**src/rtl/cc1200_reg_ctrl.sv**
```systemverilog
// cc1200_reg_ctrl: turns one CC1200 register command into a full CS_n frame
// on the SPI byte engine (header, optional ext address, 0..63 data bytes).
module cc1200_reg_ctrl (
    input  logic       clk,
    input  logic       rstn,
    input  logic       cmd_valid,
    output logic       cmd_ready,
    input  logic       cmd_rnw,
    input  logic       cmd_ext,
    input  logic [7:0] cmd_addr,
    input  logic [5:0] cmd_len,
    output logic       wr_req,
    input  logic [7:0] wr_data,
    output logic [7:0] rd_data,
    output logic       rd_valid,
    output logic [7:0] status,
    output logic       status_valid,
    output logic       done,
    output logic       busy,
    output logic       spi_start,
    output logic       spi_stop,
    output logic [7:0] spi_dout,
    input  logic       spi_busy,
    input  logic       spi_load_next,
    input  logic [7:0] spi_din
);

    typedef enum logic [1:0] {
        S_IDLE,
        S_START,
        S_XFER,
        S_DRAIN
    } state_t;

    state_t     state_q;
    state_t     state_d;

    logic       rnw_q;
    logic       ext_q;
    logic [7:0] addr_q;
    logic [6:0] total_q;
    logic [6:0] sent_q;
    logic       upd_q;
    logic       rdy_q;
    logic [7:0] dout_q;
    logic [7:0] rd_data_q;
    logic       rd_valid_q;
    logic [7:0] status_q;
    logic       status_valid_q;
    logic       done_q;

    logic [5:0] len_eff;
    logic [7:0] hdr;
    logic       accept;
    logic       ln;
    logic       last;
    logic [6:0] data_lo;
    logic       nxt_in_list;
    logic       nxt_data;
    logic       nxt_ext;
    logic [6:0] cap_idx;
    logic       cap_data;
    logic [7:0] nxt_byte;

    always_comb begin
        len_eff     = (cmd_ext && cmd_len == 6'd0) ? 6'd1 : cmd_len;
        hdr         = {cmd_rnw, (len_eff > 6'd1),
                       (cmd_ext ? 6'h2F : cmd_addr[5:0])};
        accept      = cmd_valid & rdy_q;
        ln          = spi_load_next && (state_q == S_XFER);
        last        = (sent_q == total_q);
        data_lo     = 7'd1 + {6'd0, ext_q};
        // sent_q is also the index of the next byte to present
        nxt_in_list = (sent_q < total_q);
        nxt_data    = nxt_in_list && (sent_q >= data_lo);
        nxt_ext     = ext_q && (sent_q == 7'd1);
        cap_idx     = sent_q - 7'd1;
        cap_data    = (cap_idx >= data_lo);
        nxt_byte    = 8'h00;
        if (nxt_ext) begin
            nxt_byte = addr_q;
        end else if (nxt_data && !rnw_q) begin
            nxt_byte = wr_data;
        end
    end

    always_comb begin
        state_d = state_q;
        unique case (state_q)
            S_IDLE:  if (accept) state_d = S_START;
            S_START: state_d = S_XFER;
            S_XFER:  if (ln && last) state_d = S_DRAIN;
            S_DRAIN: if (!spi_busy) state_d = S_IDLE;
            default: state_d = S_IDLE;
        endcase
    end

    always_ff @(posedge clk or negedge rstn) begin
        if (!rstn) begin
            state_q <= S_IDLE;
            rdy_q   <= 1'b0;
        end else begin
            state_q <= state_d;
            rdy_q   <= (state_d == S_IDLE);
        end
    end

    always_ff @(posedge clk or negedge rstn) begin
        if (!rstn) begin
            rnw_q   <= 1'b0;
            ext_q   <= 1'b0;
            addr_q  <= 8'h00;
            total_q <= 7'd0;
            sent_q  <= 7'd0;
            upd_q   <= 1'b0;
            dout_q  <= 8'h00;
        end else begin
            upd_q <= (state_q == S_START) || ln;
            if (accept) begin
                rnw_q   <= cmd_rnw;
                ext_q   <= cmd_ext;
                addr_q  <= cmd_addr;
                total_q <= 7'd1 + {6'd0, cmd_ext} + {1'b0, len_eff};
                sent_q  <= 7'd1;
                dout_q  <= hdr;
            end else if (upd_q) begin
                dout_q <= nxt_byte;
            end
            if (ln) begin
                sent_q <= sent_q + 7'd1;
            end
        end
    end

    // spi_din is held by the engine until its next byte completes
    always_ff @(posedge clk or negedge rstn) begin
        if (!rstn) begin
            rd_data_q      <= 8'h00;
            rd_valid_q     <= 1'b0;
            status_q       <= 8'h00;
            status_valid_q <= 1'b0;
            done_q         <= 1'b0;
        end else begin
            status_valid_q <= ln && (cap_idx == 7'd0);
            rd_valid_q     <= ln && rnw_q && cap_data;
            done_q         <= ln && last;
            if (ln && cap_idx == 7'd0) begin
                status_q <= spi_din;
            end
            if (ln && rnw_q && cap_data) begin
                rd_data_q <= spi_din;
            end
        end
    end

    assign cmd_ready    = rdy_q;
    assign busy         = (state_q != S_IDLE);
    assign spi_start    = (state_q == S_START);
    assign spi_stop     = (state_q == S_XFER) && last;
    assign spi_dout     = dout_q;
    assign wr_req       = upd_q && !rnw_q && nxt_data;
    assign rd_data      = rd_data_q;
    assign rd_valid     = rd_valid_q;
    assign status       = status_q;
    assign status_valid = status_valid_q;
    assign done         = done_q;

endmodule

```
**config.mk**
```make
export PLATFORM = sky130hd
export DESIGN_NAME = cc1200_reg_ctrl
export DESIGN_NICKNAME = d
export VERILOG_FILES = /design/src/rtl/cc1200_reg_ctrl.sv
export SDC_FILE = /design/constraint.sdc
export NUM_CORES = 1
export LEC_CHECK = 0
export ABC_AREA = 1
export CAP_MARGIN = 25
export CORE_MARGIN = 4
export CORE_UTILIZATION = 45
export CTS_BUF_LIST = sky130_fd_sc_hd__clkbuf_4 sky130_fd_sc_hd__clkbuf_8 sky130_fd_sc_hd__clkbuf_16
export CTS_CLUSTER_DIAMETER = 30
export DETAILED_ROUTE_END_ITERATION = 6
export DONT_BUFFER_PORTS = 1
export GPL_TIMING_DRIVEN = 1
export PLACE_DENSITY = 0.63
export SLEW_MARGIN = 10
export SYNTH_ARGS = -nofsm -noshare
export SYNTH_HDL_FRONTEND = slang
export SYNTH_SLANG_ARGS = --single-unit
```
**constraint.sdc**
```tcl
create_clock -name clk -period 2.7 [get_ports clk]
set_clock_uncertainty 0.05 [all_clocks]
set_input_delay 0.675 -clock clk [delete_from_list [all_inputs] [get_ports clk]]
set_output_delay 0.675 -clock clk [all_outputs]
set_load 0.02 [all_outputs]
```
======== Yosys cells after proc, flatten, opt, wreduce, memory -nomap -nowiden ========
Cells that the tools add are included.
operators by class
  bitwise operators ....................... 1
  reductions and logical operators ........ 21
  eq/ne operators ......................... 5
  add/sub/neg operators ................... 5
  $lt $le $gt $ge ......................... 4
  muxes and demuxes ....................... 12
operators by type and width
  cell                                                                   number
  8-bit two-way mux                                                      4
  7-bit by 2-bit >= comparator with 1-bit output                         2
  7-bit two-way mux                                                      2
  1-bit logical AND                                                      12
  6-bit two-way mux                                                      2
  2-bit case mux with 4 select lines                                     1
  2-bit by 6-bit adder with 7-bit output                                 1
  7-bit by 1-bit adder with 7-bit output, second input constant          1
  7-bit by 1-bit equality test with 1-bit output, second input constant  1
  7-bit equality test                                                    1
  7-bit zero test                                                        1
  7-bit < comparator                                                     1
  7-bit by 1-bit subtractor with 7-bit output, second input constant     1
  6-bit by 1-bit > comparator with 1-bit output, second input constant   1
  6-bit zero test                                                        1
  2-bit two-way mux                                                      3
  2-bit nonzero test                                                     3
  1-bit by 1-bit adder with 2-bit output, first input constant           2
  2-bit equality test, second input constant                             2
  2-bit zero test                                                        2
  2-bit by 1-bit equality test with 1-bit output, second input constant  1
  1-bit AND                                                              1
  1-bit zero test                                                        1
  1-bit logical OR                                                       1
word-level totals
  register bits ........................... 55
  word-level logic and storage cells ...... 62
  input port bits ......................... 37
  output and inout port bits .............. 32

======== Logic depth before layout (Yosys ltp) ========
  depth after elaboration ................. 8
  mapped depth ............................ 10
  gate-level depth less buffers ........... 10

======== Worst setup path before layout ========
OpenSTA, ideal clock, no wires.
  path type ............................... reg2out
  start ................................... reg sent_q[0]
  end ..................................... out wr_req
  buffers on the path ..................... 0
  path slack .............................. 0.424 ns
  data arrival time ....................... 1.551 ns
  data required time ...................... 1.975 ns
  stages on the path, launching flop included .. 7
  cell sequence ........................... dfrtp_1 inv_1 ha_1 inv_1 a21boi_0 nor3_1 nor3_1
between the ends
  word-level cells in the longest chain between the ends .. 3
  elaborated cells on any way between the ends .. 4
  classes of those cells .................. order compare (2); reduce/logical (2)
RTL lines
  what                                                                                  line    source
  start: declaration                                                                    42      logic [6:0] sent_q;
  start signal: assignment                                                              130     sent_q <= sent_q + 7'd1;
  7-bit < comparator or 7-bit by 2-bit >= comparator with 1-bit output (tied branches)  74, 75
  1-bit logical AND *                                                                   75      nxt_data = nxt_in_list && (sent_q >= data_lo);
  1-bit logical AND *                                                                   161     assign wr_req = upd_q && !rnw_q && nxt_data;
  end: declaration                                                                      12      output logic wr_req,
Every way passes the cells marked *; elsewhere a longest branch is shown, timed or not.

======== Final worst setup path ========
  start ................................... reg sent_q[2]
  end ..................................... out wr_req
The elaborated chain is that of the path after synthesis.

==> reports/metrics.csv <==
metric,value,unit
rsz0062_at_grt,false,
cpPeakStageDelay,0.48,ns
worstPathRequired,1.98,ns
ys_warn_count,0,
swShare,0.481,
die_x,88.7,um
cts.sinks,55,
path_buf_inv,1,
endpoint_kind,primary output,
hold_ws,0.162,ns
cts_tree,built,
switchingPower,0.00178,W
final-hold-violation-count,0,
syn_area_per_cell,7.80,sq um
fillers,592,
synthCells,376,
setup_viol,0,
crit_top_cell,nand2_1,
antenna_cells,0,
p_clk_frac,0.127,
drc_errors,0,
firstDrtPassIters,5,
netlist.area_leader.share,0.469,
cts_root_buffer,clkbuf_8,
core_area,6350,sq um
synth_nets,428,
fmax,395,MHz
period_share,0.937,
die-area,7870,sq um
cts_setup_buffers,0,
yosys-top-cells-area,"dfrtp_1 (47%), nand2_1 (15%), ha_1 (6.4%), inv_1 (6.0%), nor2_1 (5.8%)",
syn_to_final_growth,7.17,%
power.density,1180,nW/um^2
tightest_slew,0.560,ns
gp_congestion,0.815,
ys_types,31,
p_int,0.00192,W
portBuffers,0,
grtUsageTotal,0.175,
synth.most_common_cell,nand2_1,
start_util,0.462,
routed_wl,6470,um
path_delay_family,flip-flops,
min_path_type,in -> async,
cts_buffers,5,
synth_edf_count,0,
final_max_slew_viol_count,0,
avgViaCountPerCell,5.08,
ioPinCount,69,
grt_max_degree,56,
htreeDepth,2,
seq_area_frac_synth,0.469,
ys_ff_latch,55,
path_clk_slew,0.10,ns
nets,432,
cp_slowest_cell,dfrtp_2,
multiInputGateArea,1340,sq um
cap_violations,0,
drive_gt1_frac,0.0735,
setup_slack,0.169,ns
synth_area,2930,sq um
crit_type,reg -> out,
num_rows,29,
cp_max_fo,8,
drt_iter0_markers,108,
path_cells,ha_1 -> a21oi_1 -> nand2_1 -> nand2_1 -> nand2_1 -> nor3_2 -> buf_4,
grt_antenna_before_repair,0,
die_h,88.7,um
period_needed,2.53,ns
synth_ff_type,dfrtp_1,
first_global_vias,2278,
vias,2325,
avgRoutedWirePerCell,14.1,um
async_reset_ff_frac,1.00,
grt_pass1_wl,10700,um
seqPwrFrac,0.445,
overflow,0,
cp-start-kind,register,
finalSetupTns,0,ns
clk_latency,0.31,ns
power_frac_comb,0.428,
ir_drop,626,uV
dp_hpwl,4790,um
outcome,"complete, no violations",
seqCellArea,1380,sq um
cp.arrival,1.81,ns
dp_slack,0.459,ns
p_leak,1.68,nW
synth_top_area_cell,dfrtp_1,
yosys-top-cells-count,"nand2_1 (118), dfrtp_1 (55), inv_1 (47), nor2_1 (45), nand3_1 (23)",
slew_headroom,0.625,
antenna_left,0,
clock_path_buffers,2,
==> final timing paths <==
kind | from | to | slack [ns] | cells past startpoint
worst min register to register | addr_q[2]$_DFFE_PN0P_ | addr_q[2]$_DFFE_PN0P_ | 0.43 | 2
worst min-delay path | rstn | sent_q[5]$_DFFE_PN0P_ | 0.16 | 1
worst max-delay path | sent_q[2]$_DFFE_PN0P_ | wr_req | 0.17 | 7
max in group asynchronous | rstn | sent_q[0]$_DFFE_PN0P_ | 2.18 | 1
worst max register to register | sent_q[1]$_DFFE_PN0P_ | rd_data[3]$_DFFE_PN0P_ | 0.64 | 10
min in group clk | spi_din[2] | status[2]$_DFFE_PN0P_ | 0.42 | 2
==> cell type report <==
type                            instances  area share
Multi-Input combinational cell        265       0.425
Sequential cell                        55       0.439
Tap cell                               77      0.0307
Clock buffer                            5      0.0219
Clock inverter                          3     0.00756
Inverter                               49      0.0601
Timing Repair Buffer                    4      0.0159
==> cell families (layout without fill, tap and decap cells) <==
family	after synthesis	count (layout)	synth area share
AND/OR/NAND/NOR	204	204	0.302
buffers and inverters	56	61	0.0768
adder cells (fa/ha/maj)	15	15	0.0640
XOR/XNOR	1	1	0.00299
flip-flops	55	55	0.469
AO/OA/AOI/OAI	45	45	0.0853
==> sequential cells by signal (all words and copies together), names as in the netlist, 2 cells and up <==
name,cells
addr_q,8
total_q,7
state_q,2
status,8
sent_q,7
spi_dout,8
rd_data,8
==> power by group through the flow <==
stage | Sequential [W] | Clock, W | Combinational (W)
floorplan | 0.00158 | 0 | 0.00129
global placement | 0.00166 | 0 | 0.00153
detailed placement | 0.00166 | 0 | 0.00156
CTS | 0.00164 | 0.000490 | 0.00159
global route | 0.00169 | 0.000520 | 0.00184
finish | 0.00164 | 0.000467 | 0.00158
==> through the flow <==
| step | std cells | utilization | total power, W | instance area [sq um] |
|---|---|---|---|---|
| detailed placement | 449 | 0.475 | 0.00322 | 3020 |
| finish | 458 | 0.495 | 0.00369 | 3140 |
| CTS | 458 | 0.494 | 0.00373 | 3140 |
| global placement | 449 | 0.475 | 0.00319 | 3020 |
| global route | 458 | 0.495 | 0.00406 | 3140 |
| floorplan | 376 | - | 0.00286 | 2930 |
==> layer usage <==
| layer | GRT usage | part of all wire | up-vias |
|---|---|---|---|
| met5 | 0 | 0 | - |
| met4 | 0.0536 | 0.013 | 0 |
| met3 | 0.0484 | 0.055 | 7 |
| met2 | 0.280 | 0.47 | 51 |
| met1 | 0.230 | 0.46 | 1067 |
| li1 | - | - | 1200 |
==> cells in the final DEF (no fill, tap or decap), drive strengths merged <==
cell,instances
clkbuf,5
clkinvlp,2
a21o,1
a21oi,17
nand3,23
o221ai,1
ha,15
inv,49
a41oi,1
o21ai,16
dfrtp,55
nand2,122
o22ai,4
xnor2,1
buf,4
or2,1
nor2,49
nand3b,1
o31ai,2
a31oi,2
nand4,3
clkinv,1
a21boi,1
nor3,5
==> what timing repair did <==
action	in CTS	in global routing
hold endpoints to repair	55	0
gates resized for setup	0	4
hold buffers	1	0
setup endpoints to repair	0	1
(Power assumes the default switching activity.)
